`config.mk`:
```
export PLATFORM = sky130hd
export DESIGN_NAME = multadd_sched
export DESIGN_NICKNAME = d
export VERILOG_FILES = /design/src/rtl/multadd_sched_pkg.sv /design/src/rtl/multadd_sched_rr_arb2.sv /design/src/rtl/multadd_sched.sv
export SDC_FILE = /design/constraint.sdc
export NUM_CORES = 1
export LEC_CHECK = 0
export ABC_CLOCK_PERIOD_IN_PS = 1800
export CORE_MARGIN = 3
export CORE_UTILIZATION = 37
export DETAILED_ROUTE_END_ITERATION = 16
export HOLD_SLACK_MARGIN = 0.03
export PLACE_DENSITY = 0.81
export SETUP_SLACK_MARGIN = 0.02
export SLEW_MARGIN = 30
export SYNTH_ARGS = -nofsm -noshare
export SYNTH_HDL_FRONTEND = slang
export SYNTH_HIERARCHICAL = 1
export SYNTH_SLANG_ARGS = --single-unit
```
`constraint.sdc`:
```
create_clock -name clk_i -period 1.8 [get_ports clk_i]
set_input_delay 0.27 -clock clk_i [delete_from_list [all_inputs] [get_ports clk_i]]
set_output_delay 0.27 -clock clk_i [all_outputs]
set_load 0.005 [all_outputs]
```
`src/rtl/multadd_sched_pkg.sv`:
```
// Shared types and constants for the two-requester multiply-add scheduler.
package multadd_sched_pkg;
  localparam int W     = 8;
  localparam int RES_W = 2 * W + 1;

  typedef enum logic [1:0] {ST_RUN, ST_DRAIN, ST_DONE} state_e;

  typedef logic req_id_t;

  typedef struct packed {
    logic    valid;
    req_id_t id;
  } tag_t;
endpackage

```
`src/rtl/multadd_sched_rr_arb2.sv`:
```
// Two-input round-robin arbiter; the pointer only rotates when both requesters contend.
module rr_arb2
  import multadd_sched_pkg::*;
(
  input  logic       clk_i,
  input  logic       rst_ni,
  input  logic       en_i,
  input  logic [1:0] req_i,
  output logic [1:0] gnt_o
);
  req_id_t ptr_q, ptr_d;

  always_comb begin
    gnt_o = 2'b00;
    ptr_d = ptr_q;
    if (en_i) begin
      if (req_i == 2'b11) begin
        gnt_o = ptr_q ? 2'b10 : 2'b01;
        ptr_d = ~ptr_q;
      end else begin
        // A lone requester wins regardless of the pointer and leaves it alone.
        gnt_o = req_i;
      end
    end
  end

  always_ff @(posedge clk_i or negedge rst_ni) begin
    if (!rst_ni) ptr_q <= 1'b0;
    else         ptr_q <= ptr_d;
  end
endmodule

```
`src/rtl/multadd_sched.sv`:
```
// Scheduler sharing one external A*B+C*D datapath between two requesters, with drain/flush FSM.
// Optional grant statistics are built when MULTADD_SCHED_STATS_EN is defined.
module multadd_sched
  import multadd_sched_pkg::*;
#(
  parameter int LAT   = 2,
  parameter int CNT_W = 16
) (
  input  logic             clk_i,
  input  logic             rst_ni,
  input  logic             en_i,
  input  logic             flush_i,
  input  logic [1:0]       req_valid_i,
  output logic [1:0]       req_ready_o,
  input  logic [4*W-1:0]   req0_ops_i,
  input  logic [4*W-1:0]   req1_ops_i,
  output logic             mac_issue_o,
  output logic [W-1:0]     mac_a_o,
  output logic [W-1:0]     mac_b_o,
  output logic [W-1:0]     mac_c_o,
  output logic [W-1:0]     mac_d_o,
  input  logic [RES_W-1:0] mac_result_i,
  output logic             res_valid_o,
  output logic             res_id_o,
  output logic [RES_W-1:0] res_data_o,
  output logic             flush_done_o,
  output logic             busy_o,
  output logic [CNT_W-1:0] stat_cnt0_o,
  output logic [CNT_W-1:0] stat_cnt1_o
);
  state_e          state_q;
  logic            flush_done_q;
  logic [1:0]      gnt;
  logic            hs;
  req_id_t         win_id;
  logic [4*W-1:0]  win_ops;
  logic            issue_q;
  logic [4*W-1:0]  ops_q;
  tag_t [LAT:0]    tag_q;
  logic            res_valid_q;
  req_id_t         res_id_q;
  logic [RES_W-1:0] res_data_q;
  logic            busy;

  rr_arb2 u_arb (
    .clk_i  (clk_i),
    .rst_ni (rst_ni),
    .en_i   (en_i && (state_q == ST_RUN)),
    .req_i  (req_valid_i),
    .gnt_o  (gnt)
  );

  assign req_ready_o = gnt;
  assign hs          = |gnt;
  assign win_id      = gnt[1];
  assign win_ops     = win_id ? req1_ops_i : req0_ops_i;

  always_ff @(posedge clk_i or negedge rst_ni) begin
    if (!rst_ni) begin
      issue_q <= 1'b0;
      ops_q   <= '0;
    end else begin
      issue_q <= hs;
      if (hs) ops_q <= win_ops;
    end
  end

  // tag_q[0] tracks the issue stage; tag_q[LAT] lines up with mac_result.
  always_ff @(posedge clk_i or negedge rst_ni) begin
    if (!rst_ni) tag_q <= '0;
    else         tag_q <= {tag_q[LAT-1:0], tag_t'{valid: hs, id: win_id}};
  end

  always_ff @(posedge clk_i or negedge rst_ni) begin
    if (!rst_ni) begin
      res_valid_q <= 1'b0;
      res_id_q    <= 1'b0;
      res_data_q  <= '0;
    end else begin
      res_valid_q <= tag_q[LAT].valid;
      if (tag_q[LAT].valid) begin
        res_id_q   <= tag_q[LAT].id;
        res_data_q <= mac_result_i;
      end
    end
  end

  always_comb begin
    busy = issue_q;
    for (int i = 0; i <= LAT; i++) busy = busy | tag_q[i].valid;
  end

  always_ff @(posedge clk_i or negedge rst_ni) begin
    if (!rst_ni) begin
      state_q      <= ST_RUN;
      flush_done_q <= 1'b0;
    end else begin
      case (state_q)
        ST_RUN: begin
          if (flush_i) state_q <= ST_DRAIN;
        end
        ST_DRAIN: begin
          if (!busy) begin
            state_q      <= ST_DONE;
            flush_done_q <= 1'b1;
          end
        end
        ST_DONE: begin
          if (!flush_i) begin
            state_q      <= ST_RUN;
            flush_done_q <= 1'b0;
          end
        end
        default: begin
          state_q      <= ST_RUN;
          flush_done_q <= 1'b0;
        end
      endcase
    end
  end

`ifdef MULTADD_SCHED_STATS_EN
  logic done_entry;
  assign done_entry = (state_q == ST_DRAIN) && !busy;

  for (genvar gi = 0; gi < 2; gi++) begin : g_cnt
    logic [CNT_W-1:0] cnt_q;
    always_ff @(posedge clk_i or negedge rst_ni) begin
      if (!rst_ni)                   cnt_q <= '0;
      else if (done_entry)           cnt_q <= '0;
      else if (gnt[gi] && !(&cnt_q)) cnt_q <= cnt_q + 1'b1;
    end
  end

  assign stat_cnt0_o = g_cnt[0].cnt_q;
  assign stat_cnt1_o = g_cnt[1].cnt_q;
`else
  assign stat_cnt0_o = '0;
  assign stat_cnt1_o = '0;
`endif

  assign mac_issue_o  = issue_q;
  assign {mac_a_o, mac_b_o, mac_c_o, mac_d_o} = ops_q;
  assign res_valid_o  = res_valid_q;
  assign res_id_o     = res_id_q;
  assign res_data_o   = res_data_q;
  assign flush_done_o = flush_done_q;
  assign busy_o       = busy;
endmodule

```
=== Word level (Yosys, flattened, before mapping) ===
Cells that the tools add are included.

* Register bits after elaboration: 61
* Bits of input ports: 87
* Output and inout port bits: 88
* Logic and storage cells: 40

* Eq/ne operators: 6
* Mux-type cells: 11
* Bitwise gates (word level): 4
* Reduce and logical (&&, ||, !) cells: 6

{| class="wikitable"
|+ Operators with widths
! operator !! count
|-
| 32-bit two-way mux || 1
|-
| 2-bit two-way mux || 6
|-
| 2-bit inequality test (second input constant) || 3
|-
| 2-bit case mux with 3 select lines || 1
|-
| 3-bit AND reduction || 2
|-
| 2-bit equality test (second input constant) || 2
|-
| 1-bit case mux with 3 select lines || 1
|-
| 2-bit by 1-bit equality test with 1-bit output (second input constant) || 1
|-
| 2-bit zero test || 1
|-
| 1-bit two-way mux || 2
|-
| 1-bit NOT || 2
|-
| 1-bit bitwise OR || 2
|-
| 2-bit AND reduction || 1
|-
| 2-bit OR reduction || 1
|-
| 1-bit logical AND || 1
|}

=== Depth between registers and ports, before layout ===
Gate-level depths: netlist of the first run.

* Depth after elaboration: 4
* Gate-level depth with buffers: 7

=== Modules after synthesis ===
The synthesis of the first run kept the hierarchy.

{| class="wikitable"
|+ By module, submodules not included
! module !! times used !! cells an instance !! area each (sq um) !! seq. area each (sq um)
|-
| multadd_sched || 1 || 231 || 2700.1 || 1501.4
|-
| rr_arb2 || 1 || 8 || 60.1 || 25.0
|}

=== Worst setup path after synthesis of the first run ===
OpenSTA, ideal clock, no wires.

* Path kind: register -> register
* Start point: reg state_q[1]
* End point: reg ops_q[11]
* Setup time: 133 ps
* Data arrival time: 1595 ps
* Data required time: 1667 ps
* Path slack: 72 ps
* Cell stages (with the launch flop): 8
* Path buffers: 2
* Period minus slack after synthesis: 1728 ps
* Cells stage by stage: dfrtp_1 -> nor3b_1 -> nand2_1 -> a21oi_1 -> buf_2 -> buf_4 -> mux2i_1 -> o21ai_0

* Word-level cells in the longest chain between the ends: 4
* Elaborated cells on any way between the ends: 5

{| class="wikitable"
|+ RTL lines
! what !! line !! text
|-
| start, declared || multadd_sched.sv:31 || <nowiki>state_e state_q;</nowiki>
|-
| start signal, assigned || multadd_sched.sv:95 || <nowiki>state_q <= ST_RUN;</nowiki>
|-
| start signal, assigned || multadd_sched.sv:100 || <nowiki>if (flush_i) state_q <= ST_DRAIN;</nowiki>
|-
| start signal, assigned || multadd_sched.sv:104 || <nowiki>state_q <= ST_DONE;</nowiki>
|-
| 2-bit zero test || multadd_sched.sv:48 || <nowiki>.en_i (en_i && (state_q == ST_RUN)),</nowiki>
|-
| 1-bit logical AND || multadd_sched.sv:48 ||
|-
| 2-bit two-way mux || multadd_sched_rr_arb2.sv:16 || <nowiki>if (en_i) begin</nowiki>
|-
| named net req_ready_o[0] || multadd_sched.sv:14 || <nowiki>output logic [1:0] req_ready_o,</nowiki>
|-
| 2-bit OR reduction || multadd_sched.sv:54 || <nowiki>assign hs = |gnt;</nowiki>
|-
| end signal, assigned || multadd_sched.sv:64 || <nowiki>if (hs) ops_q <= win_ops;</nowiki>
|-
| end, declared || multadd_sched.sv:38 || <nowiki>logic [4*W-1:0] ops_q;</nowiki>
|}

The timed path passes the listed nets, and every way through them passes these cells.
A chain may end at the register's enable or synchronous reset.

=== Worst setup path in the final report of the first run ===
* Start point: reg state_q[0]
* End point: out req_ready_o[0]

* Word-level cells in the longest chain between the ends: 3

{| class="wikitable"
|+ RTL lines
! what !! line
|-
| 2-bit zero test || multadd_sched.sv:48
|-
| 1-bit logical AND || multadd_sched.sv:48
|-
| 2-bit two-way mux || multadd_sched_rr_arb2.sv:16
|-
| end, declared || multadd_sched.sv:14
|}

Every way passes these cells.

==> run summary, run 1 <==
largest area contributor in the netlist: dfrtp_1
# port buffers: 142
WL/cell: 14.1 µm
Main synth FF type: dfrtp_1
Final Hold Viols: 0
# Max-Cap Violations: 0
multi-input logic area: 0.00107 mm²
ANT cells: 0
hold crit path type: flip-flop to flip-flop
vias per cell: 4.43
count of final setup violators: 0
critical path capture point type: primary output
core area: 0.00702 mm²
Top Ports: 175
vias in the first global route: 2,209
Leak: 1.86 nW
Finished Cell Area: 0.00450 mm²
synthesis-to-layout area growth: 63.0%
setup TNS: 0 ps
Worst EP arrival: 1390 ps
worst r2r path cells: 7
RR Endpoint: ops_q[10]
register area share after synthesis: 0.553
ys async rst share: 1.00
Tcrit/Tclk final: 0.921
reg-to-reg slack, setup: 160 ps
crit path capture: req_ready_o[0]
FF+latch area: 0.00153 mm²
routability cong.: 0.718
top cells by area, synth: dfrtp_1 (55%), mux2i_1 (12%), buf_4 (9.8%), mux2_2 (7.3%), o21ai_0 (5.8%)
FMAX: 0.603 GHz
CTS buffer count: 9
Post-Syn Area: 0.00276 mm²
slack of the critical path: 142 ps
top-count cell post-synth: dfrtp_1
YS warnings: 6
post-DP HPWL: 5400 µm
crit path max fanout: 2
Pre-Repair DR Iteration Count: 4
PwrDens: 1410 mW/mm²
status: complete, no violations
crit start category: flip-flop
final wirelength: 6960 µm
clk slew on worst S/H paths: 70 ps
Die Wd: 92.4 µm
# rows: 30
Post-synth EDFFs: 0
Non-Filler Instances: 492
CP Class: flip-flop to primary output
Final Max Slew Viols: 0
clock latency on the worst-skew pair: 320 ps
Avg Inst Size Synth: 11.5 µm²
CTS tree: built
final net count: 479
largest net degree at the start of global routing: 67
Setup crit start: state_q[0]
H-tree Lvls: 3
drt first-iter violations: 41
Critical Path RT: 1530 ps
die height: 92.4 µm
post-route ant nets: 0
Placement Setup Slack: -381 ps
drt drc: 0
clock skew: 11.2 ps
initial antenna violation count: 0
starting density of the core: 0.393
via count: 2,179
Clock Path Buffers: 2
grt total ovfl: 0
cell count after synthesis: 239
layout cell share with drive strength beyond 1: 0.139
Yosys cell types: 22
post-synthesis register bit count: 61
Total GRT Usage: 0.167
FF-to-FF Start: state_q[0]
post-synth top area share: 0.553
Root Buffer: clkbuf_8
clk sink count: 61
first-pass GRT wire length: 11,000 µm
DP Cell Count: 474
Filler Cells Inserted: 565
Max VDD drop: 546 µV
RSZ-0062 raised after global routing: no
placed cell areas: 0.00425 mm²
final worst path period need: 1660 ps
die area: 0.00853 mm²
top post-synthesis cells by count: dfrtp_1 (61), buf_4 (36), nand2_1 (35)
## sequential cells by signal (all words and copies together), names as in the netlist
register and cells:
tag_q 6, u_arb/ptr_q 1, state_q 2, res_id_o 1, ops_q 32, res_valid_o 1, res_data_o 17, flush_done_o 1
## worst min-delay path by stage
stage / from / endpoint / slack, ps / depth (start not counted)
floorplan: rst_ni / flush_done_o / -30 / 0
global placement: rst_ni / u_arb/ptr_q / 240 / 1
detailed placement: rst_ni / u_arb/ptr_q / 260 / 1
CTS: tag_q[0] / tag_q[2] / 360 / 0
global route: tag_q[0] / tag_q[2] / 370 / 0
finish: tag_q[0] / tag_q[2] / 350 / 0
## cell usage in the layout (no fill, tap or decap), drive strengths merged, types with 2 or more instances in the layout
cell	Yosys	routed
a21oi	2	2
buf	39	14
bufinv	0	2
clkbuf	6	10
clkdlybuf4s50	0	138
clkinv	0	2
clkinvlp	0	2
conb	1	32
dfrtp	61	61
inv	2	2
mux2	18	18
mux2i	32	32
nand2	35	35
o21ai	32	32
## where the power goes
part | internal [mW] | switching, mW
Sequential | 2.01 | 0.353
Combinational | 1.76 | 0.920
Clock | 0.771 | 0.520
## logic make-up after synthesis
group,synth area share
flops,0.553
mux,0.189
buf+inv,0.114
simple gates,0.0666
compound gates,0.0721
xor+xnor,0.00317
other cells,0.00136
## worst max-delay path, cell delays in order (launching register included)
cell	delay, ps
dfrtp_1	400
nor3b_2	200
nand2_1	110
a21oi_4	120
clkdlybuf4s15_1	220
## per-stage QoR
stage / power (mW) / utilization / hold slack, ps
4_1_cts: 6.43 / 0.640 / 355
3_5_place_dp: 5.09 / 0.605 / 263
3_3_place_gp: 4.97 / 0.605 / 243
2_1_floorplan: 3.37 / - / -25.6
5_1_grt: 6.77 / 0.641 / 367
6_report: 6.34 / 0.641 / 350
## routing by layer
metal | track usage | wire length [µm] | up-vias
met5 | 0 | 0 | -
met4 | 0.0743 | 112 | 0
met3 | 0.0479 | 583 | 10
met2 | 0.292 | 3590 | 116
met1 | 0.187 | 2670 | 1000
li1 | - | - | 1053
## what timing repair did
| item | 4_1_cts | 5_1_grt |
|---|---|---|
| hold buffers | 1 | 0 |
| endpoints found under the setup margin | 36 | 36 |
| gates resized for setup | 4 | 8 |
| hold endpoints to repair | 18 | 0 |
| pin swaps | 3 | 2 |
| buffers inserted | 3 | 0 |
| cloned | 0 | 0 |
## cell type report
| class | instances | share of cell area |
|---|---|---|
| repair buffers | 156 | 0.347 |
| flip-flops and latches | 61 | 0.339 |
| multi-input cells | 162 | 0.238 |
| clock buffers | 9 | 0.0275 |
| well taps | 96 | 0.0267 |
| clock inverters | 6 | 0.0197 |
| inverters | 2 | 0.00167 |
(Power assumes the default switching activity.)
==> run 2: changes to the inputs <==
--- a/config.mk
+++ b/config.mk
@@ -5,12 +5,14 @@
 export SDC_FILE = /design/constraint.sdc
 export NUM_CORES = 1
 export LEC_CHECK = 0
+export ABC_AREA = 0
 export ABC_CLOCK_PERIOD_IN_PS = 1800
+export CORE_ASPECT_RATIO = 1.5
 export CORE_MARGIN = 3
-export CORE_UTILIZATION = 37
+export CORE_UTILIZATION = 35
 export DETAILED_ROUTE_END_ITERATION = 16
 export HOLD_SLACK_MARGIN = 0.03
-export PLACE_DENSITY = 0.81
+export PLACE_DENSITY = 0.77
 export SETUP_SLACK_MARGIN = 0.02
 export SLEW_MARGIN = 30
 export SYNTH_ARGS = -nofsm -noshare
==> run 2 against run 1 <==
Compared with the run above: final area is 4.0% higher; hold slack hardly changed; largest cell class unchanged; highest routed layer unchanged; utilization is 3.0 points lower; die area is 5.6% higher; sequential share of layout area is 1.3 points lower; total power is 11% higher; flip-flop and latch count stayed put; worst setup slack worse by 37 ps; sequential power hardly changed; first-iteration DRC count is 44% higher.
==> run summary, run 2 (same netlist as run 1, synthesis figures left out) <==
post-DP HPWL: 5260 µm (-2.5%)
FF+latch area: 0.00153 mm² (unchanged)
P_int: 5.20 mW (+14%)
final worst path period need: 1700 ps (+37.2 ps)
commonest cells after routing, fill and taps aside: clkdlybuf4s50_1 (138), dfrtp_1 (61), nand2_1 (35)
Critical Path Max Stage Delay: 400 ps (about the same)
core area: 0.00766 mm² (+9.1%)
vias in the first global route: 2,370 (+7.3%)
ANT cells: 0 (unchanged)
CTS tree: built
clock latency on the worst-skew pair: 320 ps (about the same)
initial antenna violation count: 0 (unchanged)
Die Wd: 78.5 µm (-15%)
die height: 115 µm (+24%)
Sw Pwr: 1.84 mW (+2.5%)
hold crit path type: flip-flop to flip-flop
Pre-Repair DR Iteration Count: 3 (-1)
critical path capture point type: primary output
grt total ovfl: 0 (unchanged)
RSZ-0062 raised after global routing: yes
PwrDens: 1500 mW/mm² (+6.8%)
setup TNS: 0 ps (unchanged)
Total GRT Usage: 0.163 (-0.00393)
clock share of power: 0.278 (+0.074)
count of final setup violators: 0 (unchanged)
sequential power share: 0.337 (-0.036)
Tcrit/Tclk final: 0.942 (+0.0207)
Final Hold Viols: 0 (unchanged)
max FFs per register: 32 (unchanged)
Clock Path Buffers: 2 (unchanged)
Worst path slowest cell: dfrtp_1
vias per cell: 4.48 (+1.0%)
# port buffers: 142 (unchanged)
Placement Setup Slack: -362 ps (+19.1 ps)
CP Class: flip-flop to primary output
clk sink count: 61 (unchanged)
# rows: 39 (+30%)
slack of the critical path: 105 ps (-37.2 ps)
post-route ant nets: 0 (unchanged)
crit path max fanout: 4 (+2)
Worst EP arrival: 1430 ps (+40 ps)
via count: 2,251 (+3.3%)
CP Buf/Inv Count: 2 (+1)
crit path cell chain: nor3b_2 > buf_4 > nand2_1 > a21oi_4 > buf_2
synthesis-to-layout area growth: 69.5%
Critical Path RT: 1530 ps (about the same)
Final Max Slew Viols: 0 (unchanged)
final net count: 483 (+0.84%)
FMAX: 0.590 GHz (-2.2%)
WL/cell: 14.3 µm (+1.2%)
starting density of the core: 0.360 (-0.0329)
H-tree Lvls: 3 (unchanged)
# Max-Cap Violations: 0 (unchanged)
crit start category: flip-flop
drt first-iter violations: 59 (+44%)
final wirelength: 7200 µm (+3.5%)
layout cell share with drive strength beyond 1: 0.147 (+0.00824)
Core Util, Final: 0.611 (-0.0300)
multi-input logic area: 0.00107 mm² (-0.35%)
drt drc: 0 (unchanged)
Root Buffer: clkbuf_16
sw frac: 0.261 (-0.0219)
Filler Cells Inserted: 650 (+15%)
critical path's top delay family: flip-flops
Comb pwr share: 0.385 (-0.038)
CTS buffer count: 9 (unchanged)
Leak: 1.95 nW (+4.8%)
first-pass GRT wire length: 11,200 µm (+1.4%)
clock skew: 5.47 ps (-5.68 ps)
commonest non-fill, non-tap cell in the layout: clkdlybuf4s50_1
Top Ports: 175 (unchanged)
largest net degree at the start of global routing: 67 (unchanged)
Reg with most FFs: ops_q
routability cong.: 0.776 (+8.1%)
die area: 0.00901 mm² (+5.6%)
status: complete, no violations
Max VDD drop: 796 µV (+46%)
clk slew on worst S/H paths: 50 ps (-20 ps)
[run 2: power by group through the flow]
stage	combinational (mW)	sequential (mW)	clock (mW)
floorplan	0.964	2.40	0
global placement	2.60	2.36	0
detailed placement	2.67	2.39	0
CTS	2.69	2.38	2.01
global route	2.95	2.47	2.06
finish	2.71	2.37	1.96
[run 2: layer usage]
metal,vias up,routed length [µm],GRT usage
met5,-,0,0
met4,0,255,0.100
met3,21,553,0.0541
met2,121,3900,0.286
met1,1049,2500,0.165
li1,1060,-,-
[run 2: area by class of cell]
| type | count | area share |
|---|---|---|
| clock inverters | 4 | 0.0203 |
| repair buffers | 160 | 0.344 |
| clock buffers | 12 | 0.0527 |
| well taps | 102 | 0.0273 |
| inverters | 2 | 0.00160 |
| multi-input cells | 162 | 0.228 |
| flip-flops and latches | 61 | 0.326 |
[run 2: worst paths after layout]
check | slack [ps] | depth (start not counted) | from | end
min in group asynchronous | 390 | 2 | rst_ni | res_data_o[16]
min reg2reg | 350 | 0 | tag_q[2] | tag_q[4]
max | 100 | 5 | state_q[0] | req_ready_o[0]
min | 350 | 0 | tag_q[2] | tag_q[4]
max reg2reg | 110 | 8 | state_q[0] | ops_q[10]
max in group asynchronous | 830 | 3 | rst_ni | ops_q[8]
[run 2: repair_timing]
| action | 4_1_cts | 5_1_grt |
|---|---|---|
| setup endpoints to repair | 35 | 24 |
| pin swaps | 0 | 0 |
| hold buffers | 1 | 0 |
| hold endpoints to repair | 13 | 0 |
| gates resized for setup | 10 | 3 |
| gates cloned | 0 | 2 |
| setup buffers | 1 | 2 |
[run 2: metrics by stage]
step                      hold slack, ps  power (mW)  area (µm²)  instances
after floorplan                    -25.6        3.37        2880        270
after global placement               189        4.96        4250        481
after detailed placement             212        5.06        4250        481
after CTS                            352        7.07        4610        499
after global routing                 356        7.48        4680        503
final                                349        7.04        4680        503
